`config.mk`:
```
export PLATFORM = sky130hd
export DESIGN_NAME = mc_control_fsm
export DESIGN_NICKNAME = d
export VERILOG_FILES = /design/src/rtl/mc_control_fsm.sv
export SDC_FILE = /design/constraint.sdc
export NUM_CORES = 1
export LEC_CHECK = 0
export ABC_AREA = 1
export BUFFER_PORTS_ARGS = -buffer_cell sky130_fd_sc_hd__buf_2
export CORE_MARGIN = 5
export CORE_UTILIZATION = 41
export DETAILED_ROUTE_END_ITERATION = 10
export PLACE_DENSITY = 0.88
export SLEW_MARGIN = 20
export SYNTH_ARGS = -nofsm -noshare
export SYNTH_HDL_FRONTEND = slang
export SYNTH_SLANG_ARGS = --single-unit
export TNS_END_PERCENT = 100
```
`constraint.sdc`:
```
create_clock -name clk -period 1.1 [get_ports clk]
set_input_delay 0.11 -clock clk [delete_from_list [all_inputs] [get_ports clk]]
set_output_delay 0.11 -clock clk [all_outputs]
set_load 0.01 [all_outputs]
```
`src/rtl/mc_control_fsm.sv`:
```
// mc_control_fsm
// ---------------------------------------------------------------------------
// Main control unit for the multicycle MIPS datapath. Each instruction walks
// through fetch, decode and then an opcode-specific chain of execute, memory
// and writeback states, one state per clock. Every datapath mux select and
// write enable is decoded combinationally from the current state. The ALU
// decoder that turns aluop/funct into the 3-bit ALU operation lives here too.
//
// Parameters:
//   ILLEGAL_TRAP  0: unknown opcode goes back to FETCH after DECODE
//                 1: unknown opcode parks the FSM in HALT until reset
//
// Ports:
//   clk          in   system clock, rising edge
//   reset        in   synchronous active-high reset
//   op[5:0]      in   instr[31:26] from the instruction register
//   funct[5:0]   in   instr[5:0] from the instruction register
//   zero         in   ALU zero flag
//   irwrite      out  instruction register load
//   pcen         out  PC load = pcwrite | (branch & zero)
//   iord         out  memory address select (0 PC, 1 ALUOut)
//   memwrite     out  data memory write
//   regdst       out  write register select (0 rt, 1 rd)
//   memtoreg     out  writeback data select (0 ALUOut, 1 memory data)
//   regwrite     out  register file write
//   alusrca      out  ALU A select (0 PC, 1 register A)
//   alusrcb[1:0] out  ALU B select (00 B, 01 4, 10 imm, 11 imm<<2)
//   pcsrc[1:0]   out  PC source (00 ALU result, 01 ALUOut, 10 jump target)
//   alu_control  out  ALU op (000 AND, 001 OR, 010 ADD, 110 SUB, 111 SLT)
//   instr_done   out  high in the final state of each instruction
//   halted       out  high while in HALT
// ---------------------------------------------------------------------------
module mc_control_fsm #(
  parameter bit ILLEGAL_TRAP = 1'b0
) (
  input  logic       clk,
  input  logic       reset,
  input  logic [5:0] op,
  input  logic [5:0] funct,
  input  logic       zero,
  output logic       irwrite,
  output logic       pcen,
  output logic       iord,
  output logic       memwrite,
  output logic       regdst,
  output logic       memtoreg,
  output logic       regwrite,
  output logic       alusrca,
  output logic [1:0] alusrcb,
  output logic [1:0] pcsrc,
  output logic [2:0] alu_control,
  output logic       instr_done,
  output logic       halted
);

  typedef enum logic [3:0] {
    FETCH   = 4'd0,
    DECODE  = 4'd1,
    MEMADR  = 4'd2,
    MEMRD   = 4'd3,
    MEMWB   = 4'd4,
    MEMWR   = 4'd5,
    EXECUTE = 4'd6,
    ALUWB   = 4'd7,
    BRANCH  = 4'd8,
    ADDIEX  = 4'd9,
    ADDIWB  = 4'd10,
    JUMP    = 4'd11,
    HALT    = 4'd12
  } state_e;

  localparam logic [5:0] OP_RTYPE = 6'b000000;
  localparam logic [5:0] OP_LW    = 6'b100011;
  localparam logic [5:0] OP_SW    = 6'b101011;
  localparam logic [5:0] OP_BEQ   = 6'b000100;
  localparam logic [5:0] OP_ADDI  = 6'b001000;
  localparam logic [5:0] OP_J     = 6'b000010;

  localparam logic [1:0] ALUOP_ADD   = 2'b00;
  localparam logic [1:0] ALUOP_SUB   = 2'b01;
  localparam logic [1:0] ALUOP_FUNCT = 2'b10;

  state_e state_q, state_d;

  // Raw per-state decode; the write enables are gated by reset afterwards.
  logic       irwriteRaw;
  logic       pcwriteRaw;
  logic       branchRaw;
  logic       memwriteRaw;
  logic       regwriteRaw;
  logic       instrDoneRaw;
  logic       haltedRaw;
  logic [1:0] aluop;

  // State register. A reset edge always lands in FETCH, even from HALT.
  always_ff @(posedge clk) begin
    if (reset) begin
      state_q <= FETCH;
    end else begin
      state_q <= state_d;
    end
  end

  // Next-state and per-state output decode. Everything defaults to 0 so
  // each state only lists the signals it actually asserts.
  always_comb begin
    state_d      = FETCH;
    irwriteRaw   = 1'b0;
    pcwriteRaw   = 1'b0;
    branchRaw    = 1'b0;
    memwriteRaw  = 1'b0;
    regwriteRaw  = 1'b0;
    instrDoneRaw = 1'b0;
    haltedRaw    = 1'b0;
    iord         = 1'b0;
    regdst       = 1'b0;
    memtoreg     = 1'b0;
    alusrca      = 1'b0;
    alusrcb      = 2'b00;
    pcsrc        = 2'b00;
    aluop        = ALUOP_ADD;

    case (state_q)
      FETCH: begin
        alusrcb    = 2'b01;
        irwriteRaw = 1'b1;
        pcwriteRaw = 1'b1;
        state_d    = DECODE;
      end
      DECODE: begin
        // ALU computes PC+4 + (imm<<2) now so BRANCH can use ALUOut.
        alusrcb = 2'b11;
        case (op)
          OP_LW, OP_SW: state_d = MEMADR;
          OP_RTYPE:     state_d = EXECUTE;
          OP_BEQ:       state_d = BRANCH;
          OP_ADDI:      state_d = ADDIEX;
          OP_J:         state_d = JUMP;
          default:      state_d = ILLEGAL_TRAP ? HALT : FETCH;
        endcase
      end
      MEMADR: begin
        alusrca = 1'b1;
        alusrcb = 2'b10;
        state_d = (op == OP_SW) ? MEMWR : MEMRD;
      end
      MEMRD: begin
        iord    = 1'b1;
        state_d = MEMWB;
      end
      MEMWB: begin
        memtoreg     = 1'b1;
        regwriteRaw  = 1'b1;
        instrDoneRaw = 1'b1;
        state_d      = FETCH;
      end
      MEMWR: begin
        iord         = 1'b1;
        memwriteRaw  = 1'b1;
        instrDoneRaw = 1'b1;
        state_d      = FETCH;
      end
      EXECUTE: begin
        alusrca = 1'b1;
        aluop   = ALUOP_FUNCT;
        state_d = ALUWB;
      end
      ALUWB: begin
        regdst       = 1'b1;
        regwriteRaw  = 1'b1;
        instrDoneRaw = 1'b1;
        state_d      = FETCH;
      end
      BRANCH: begin
        alusrca      = 1'b1;
        aluop        = ALUOP_SUB;
        pcsrc        = 2'b01;
        branchRaw    = 1'b1;
        instrDoneRaw = 1'b1;
        state_d      = FETCH;
      end
      ADDIEX: begin
        alusrca = 1'b1;
        alusrcb = 2'b10;
        state_d = ADDIWB;
      end
      ADDIWB: begin
        regwriteRaw  = 1'b1;
        instrDoneRaw = 1'b1;
        state_d      = FETCH;
      end
      JUMP: begin
        pcsrc        = 2'b10;
        pcwriteRaw   = 1'b1;
        instrDoneRaw = 1'b1;
        state_d      = FETCH;
      end
      HALT: begin
        haltedRaw = 1'b1;
        state_d   = HALT;
      end
      default: begin
        // Unused encodings recover through FETCH.
        state_d = FETCH;
      end
    endcase
  end

  // ALU decoder. Unknown funct codes quietly fall back to ADD.
  always_comb begin
    alu_control = 3'b010;
    case (aluop)
      ALUOP_ADD: alu_control = 3'b010;
      ALUOP_SUB: alu_control = 3'b110;
      default: begin
        case (funct)
          6'b100000: alu_control = 3'b010;
          6'b100010: alu_control = 3'b110;
          6'b100100: alu_control = 3'b000;
          6'b100101: alu_control = 3'b001;
          6'b101010: alu_control = 3'b111;
          default:   alu_control = 3'b010;
        endcase
      end
    endcase
  end

  // While reset is high nothing may be written, so an abandoned
  // instruction cannot leave a partial update behind.
  always_comb begin
    irwrite    = irwriteRaw & ~reset;
    pcen       = (pcwriteRaw | (branchRaw & zero)) & ~reset;
    memwrite   = memwriteRaw & ~reset;
    regwrite   = regwriteRaw & ~reset;
    instr_done = instrDoneRaw & ~reset;
    halted     = haltedRaw & ~reset;
  end

endmodule

```
# Word-level counts from Yosys, hierarchy flattened
# Cells that the tools add are included.
[totals]
ff_bits = 4
inputBits = 15
output_inout_bits = 17
wordCells = 61
[op_classes]
n_eq_ne = 22
n_mux = 19
bitwise = 9
n_reduce_logical = 10
[ops]
columns = ["operator", "n"]
rows = [
  ["$eq A6 B6 Y1 const B", 6],
  ["$pmux W4 S7", 1],
  ["$eq A4 B4 Y1 const B", 5],
  ["$pmux W4 S5", 1],
  ["$eq A4 B3 Y1 const B", 4],
  ["$pmux W3 S4", 1],
  ["$mux W1", 11],
  ["$eq A4 B2 Y1 const B", 2],
  ["$pmux W2 S2", 2],
  ["$reduce_or A2 Y1", 4],
  ["$and A1 B1 Y1", 7],
  ["$eq A6 B2 Y1 const B", 1],
  ["$eq A6 B3 Y1 const B", 1],
  ["$eq A6 B4 Y1 const B", 1],
  ["$logic_not A6 Y1", 1],
  ["$pmux W2 S3", 1],
  ["$pmux W3 S2", 1],
  ["$reduce_or A6 Y1", 1],
  ["$eq A4 B1 Y1 const B", 1],
  ["$logic_not A4 Y1", 1],
  ["$reduce_or A4 Y1", 1],
  ["$mux W3", 1],
  ["$reduce_or A3 Y1", 1],
  ["$eq A2 B1 Y1 const B", 1],
  ["other kinds (3)", 3],
]

# Logic depth before layout (Yosys ltp)
[depth]
depth_word = 5
ltp_mapped = 8
ltp_nobuf = 8

# Worst setup path before layout
# Ideal clock, no wire load.
[synth_path]
path_type = "register to output"
start = "register state_q[1]"
end = "output pcen"
t_arrival_ns = 1.079
required_time_ns = 0.990
setup_slack_ns = -0.089
stages_incl_launch_ff = 6
n_path_buf = 0
path_cell_list = "dfxtp_1 > nor2_1 > inv_1 > nor2_1 > nand2_1 > a31oi_1"
[synth_between]
elab_chain_len = 5
elab_cells_between_ends = 9
classes_between = "eq/ne (2); mux (2); bitwise (3); reduce/logical (2)"
[synth_rtl]
columns = ["item", "line", "rtl"]
rows = [
  ["start, declared", "83", "state_e state_q, state_d;"],
  ["start signal, assigned", "100", "state_q <= state_d;"],
  ["$eq A4 B4 Y1 / $logic_not A4 Y1 (equally long branches)", "123", "case (state_q)"],
  ["$reduce_or A2 Y1 (no source line) / $mux W1 (equally long branches)", "--", ""],
  ["$mux W1 / $and A1 B1 Y1 (equally long branches)", "123, 232", ""],
  ["$or A1 B1 Y1 (*)", "232", "pcen = (pcwriteRaw | (branchRaw & zero)) & ~reset;"],
  ["$and A1 B1 Y1 (*)", "232", ""],
  ["end, declared", "42", "output logic pcen,"],
]
# Mark *: on every way between the ends. The rest lies on a longest branch, timed or not.

# Final worst setup path
[layout_path]
start = "register state_q[2]"
end = "output pcen"
# The elaborated chain is that of the path after synthesis.

==> results.cfg <==
[final_layout]
final_cell_mix = 30 x buf_2, 25 x nor2_1, 19 x nand2_1, 16 x inv_1, 9 x nand3_1
fin_nets = 174
layout-drive-gt1-share = 0.510
stdcell_count = 172
largest_register_ffs = 4
fin_util = 0.764
antenna_cells = 0
max_flop_register = state_q
area_growth_pct = 80.2
final_common_cell = buf_2
largestRegisters = state_q (4)

[global_routing]
grt_overflow_total = 0
grt_pass1_wl_um = 3220
grt_antenna_before_repair = 0
grt_pass1_vias = 839
grt_max_degree = 11
grtUsageTotal = 0.207

[drt]
drt-total-wl_um = 2310
first_iter_violations = 34
drc = 0
first_pass_iters = 4
vias_per_cell = 5.26
via_count = 905
final_antenna_net_count = 0
wl_per_cell_um = 13.4

[placement]
portBuffers = 31
pre_cts_ws_ps = -93.7
dp_hpwl_um = 1370
dp_cells = 161
place.gp.congestion = 0.852

[timing]
tns_ps = -3130
fin_worst_skew_ps = 0.122
fin_crit_sh = 1.23
worst_pin_slew_ps = 339
fin_ws_ps = -257
fin_crit_ps = 1360
finalHoldViolCount = 0
finalSetupViolations = 20
grt_setup_unrepaired = true
holdWs_ps = 193
relSlewSlack = 0.773
drv_slew = 0
fmax_ghz = 0.737

[floorplan]
die_y_um = 46.2
rows = 13
fp.dieW_um = 46.2
coreArea_um2 = 1270
io_pins = 32
die-area_um2 = 2140
start_util = 0.424

[job]
cap_violations = 0

[power]
combPwrFrac = 0.395
power_density_nw_per_um2 = 563
power_frac_seq = 0.290
switching_share = 0.343
ir_drop_uv = 496
p_int_uw = 359
p_leak_uw = 0.000567
clockPowerShare = 0.314
power_switching_uw = 187

[synth]
synth_cells = 112
syn_avg_cell_area_um2 = 4.80
ys_warn_count = 0
ys_ff_latch = 4
synth_fp_nets = 127
synth-seq-area-share = 0.149
synth_area_um2 = 538
yosysUniqueCellTypes = 15

[setup_path]
r2r-end = state_q[2]
max_stage_delay_ps = 350
cp-endpoint = pcen
critPathMaxFanout = 6
cp_slowest_cell = dfxtp_4
crit_buf_inv = 3
cp_num_cells = 6
rr_worst_depth = 8
worst-setup-path-type = flip-flop to output port
cp.arrival_ps = 1250
crit_family = flip-flops
endpoint_kind = output port
path_cells = inv_2 -> nand2_2 -> inv_2 -> nand2_1 -> a31oi_2 -> buf_2
worstSetupStartpoint = state_q[2]
timing.rr.start = state_q[3]
required_ps = 990
r2r_slack_ps = -100
worstSetupStartpointType = flip-flop
path_common_cell = inv_2

[cts]
cts.htree.levels = 1
cts_root_buf = clkbuf_4
path_clk_slew_ps = 30
clkSinkCount = 4
cts_tree = yes
cts_buffers = 3
cts_buffer_depth = 2
clk_latency_ps = 230

[hold_path]
hold_class = primary input to flip-flop

[status]
status = complete, but fails checks
violations = setup timing
how the worst min path moves through the flow:
stage,start,end,cells past startpoint
final,reset,state_q[0],2
after global routing,reset,state_q[0],2
after CTS,reset,state_q[0],2
after detailed placement,reset,state_q[0],2
after global placement,reset,state_q[1],2
after floorplan,funct[0],alu_control[0],2
cell usage after synthesis, drive strengths merged:
library cell   n  area [µm²]
nor2          33         131
nand2         27         106
inv           22        82.6
nand3         10        50.1
a21oi          6        30.0
o21ai          5        25.0
dfxtp          4        80.1
a31oi          1        6.26
buf            1        3.75
nand3b         1        11.3
nor3           1        5.00
or2            1        6.26
through the flow:
step           power [µW]  cell area (µm²)
6_report              546              970
5_1_grt               581              970
4_1_cts               505              888
3_5_place_dp          311              759
3_3_place_gp          306              759
2_1_floorplan         248              559
layout make-up:
cell class / instances / area (µm²)
clock buffer: 3 / 22.5
tap: 15 / 18.8
inverter: 22 / 87.6
timing repair buffer: 43 / 267
fill: 89 / 299
sequential: 4 / 95.1
multi-input combinational: 85 / 479
power by group through the flow:
stage	Sequential [µW]	Clock, µW	Combinational, µW
2_1_floorplan	158	0	90.1
3_3_place_gp	159	0	147
3_5_place_dp	159	0	152
4_1_cts	159	177	170
5_1_grt	159	191	231
6_report	158	172	216
per-layer routing:
metal / GRT usage / wire (µm) / vias up
met3: 0.0195 / 224 / 16
met5: 0 / 0 / -
li1: - / - / 433
met2: 0.357 / 1150 / 62
met4: 0.188 / 140 / 0
met1: 0.216 / 798 / 394
what timing repair did:
item	4_1_cts	5_1_grt
gates cloned	0	0
endpoints found under the setup margin	19	21
setup buffers	4	4
hold buffers	0	0
gates resized for setup	33	12
pin swaps	4	2
cell families after synthesis:
kind of cell,after synthesis,synth area share
and+or+nand+nor,73,0.577
DFF,4,0.149
buffers and inverters,23,0.160
AOI/OAI and AO/OA,12,0.114
Note: power is estimated with default switching activity, not from simulation.
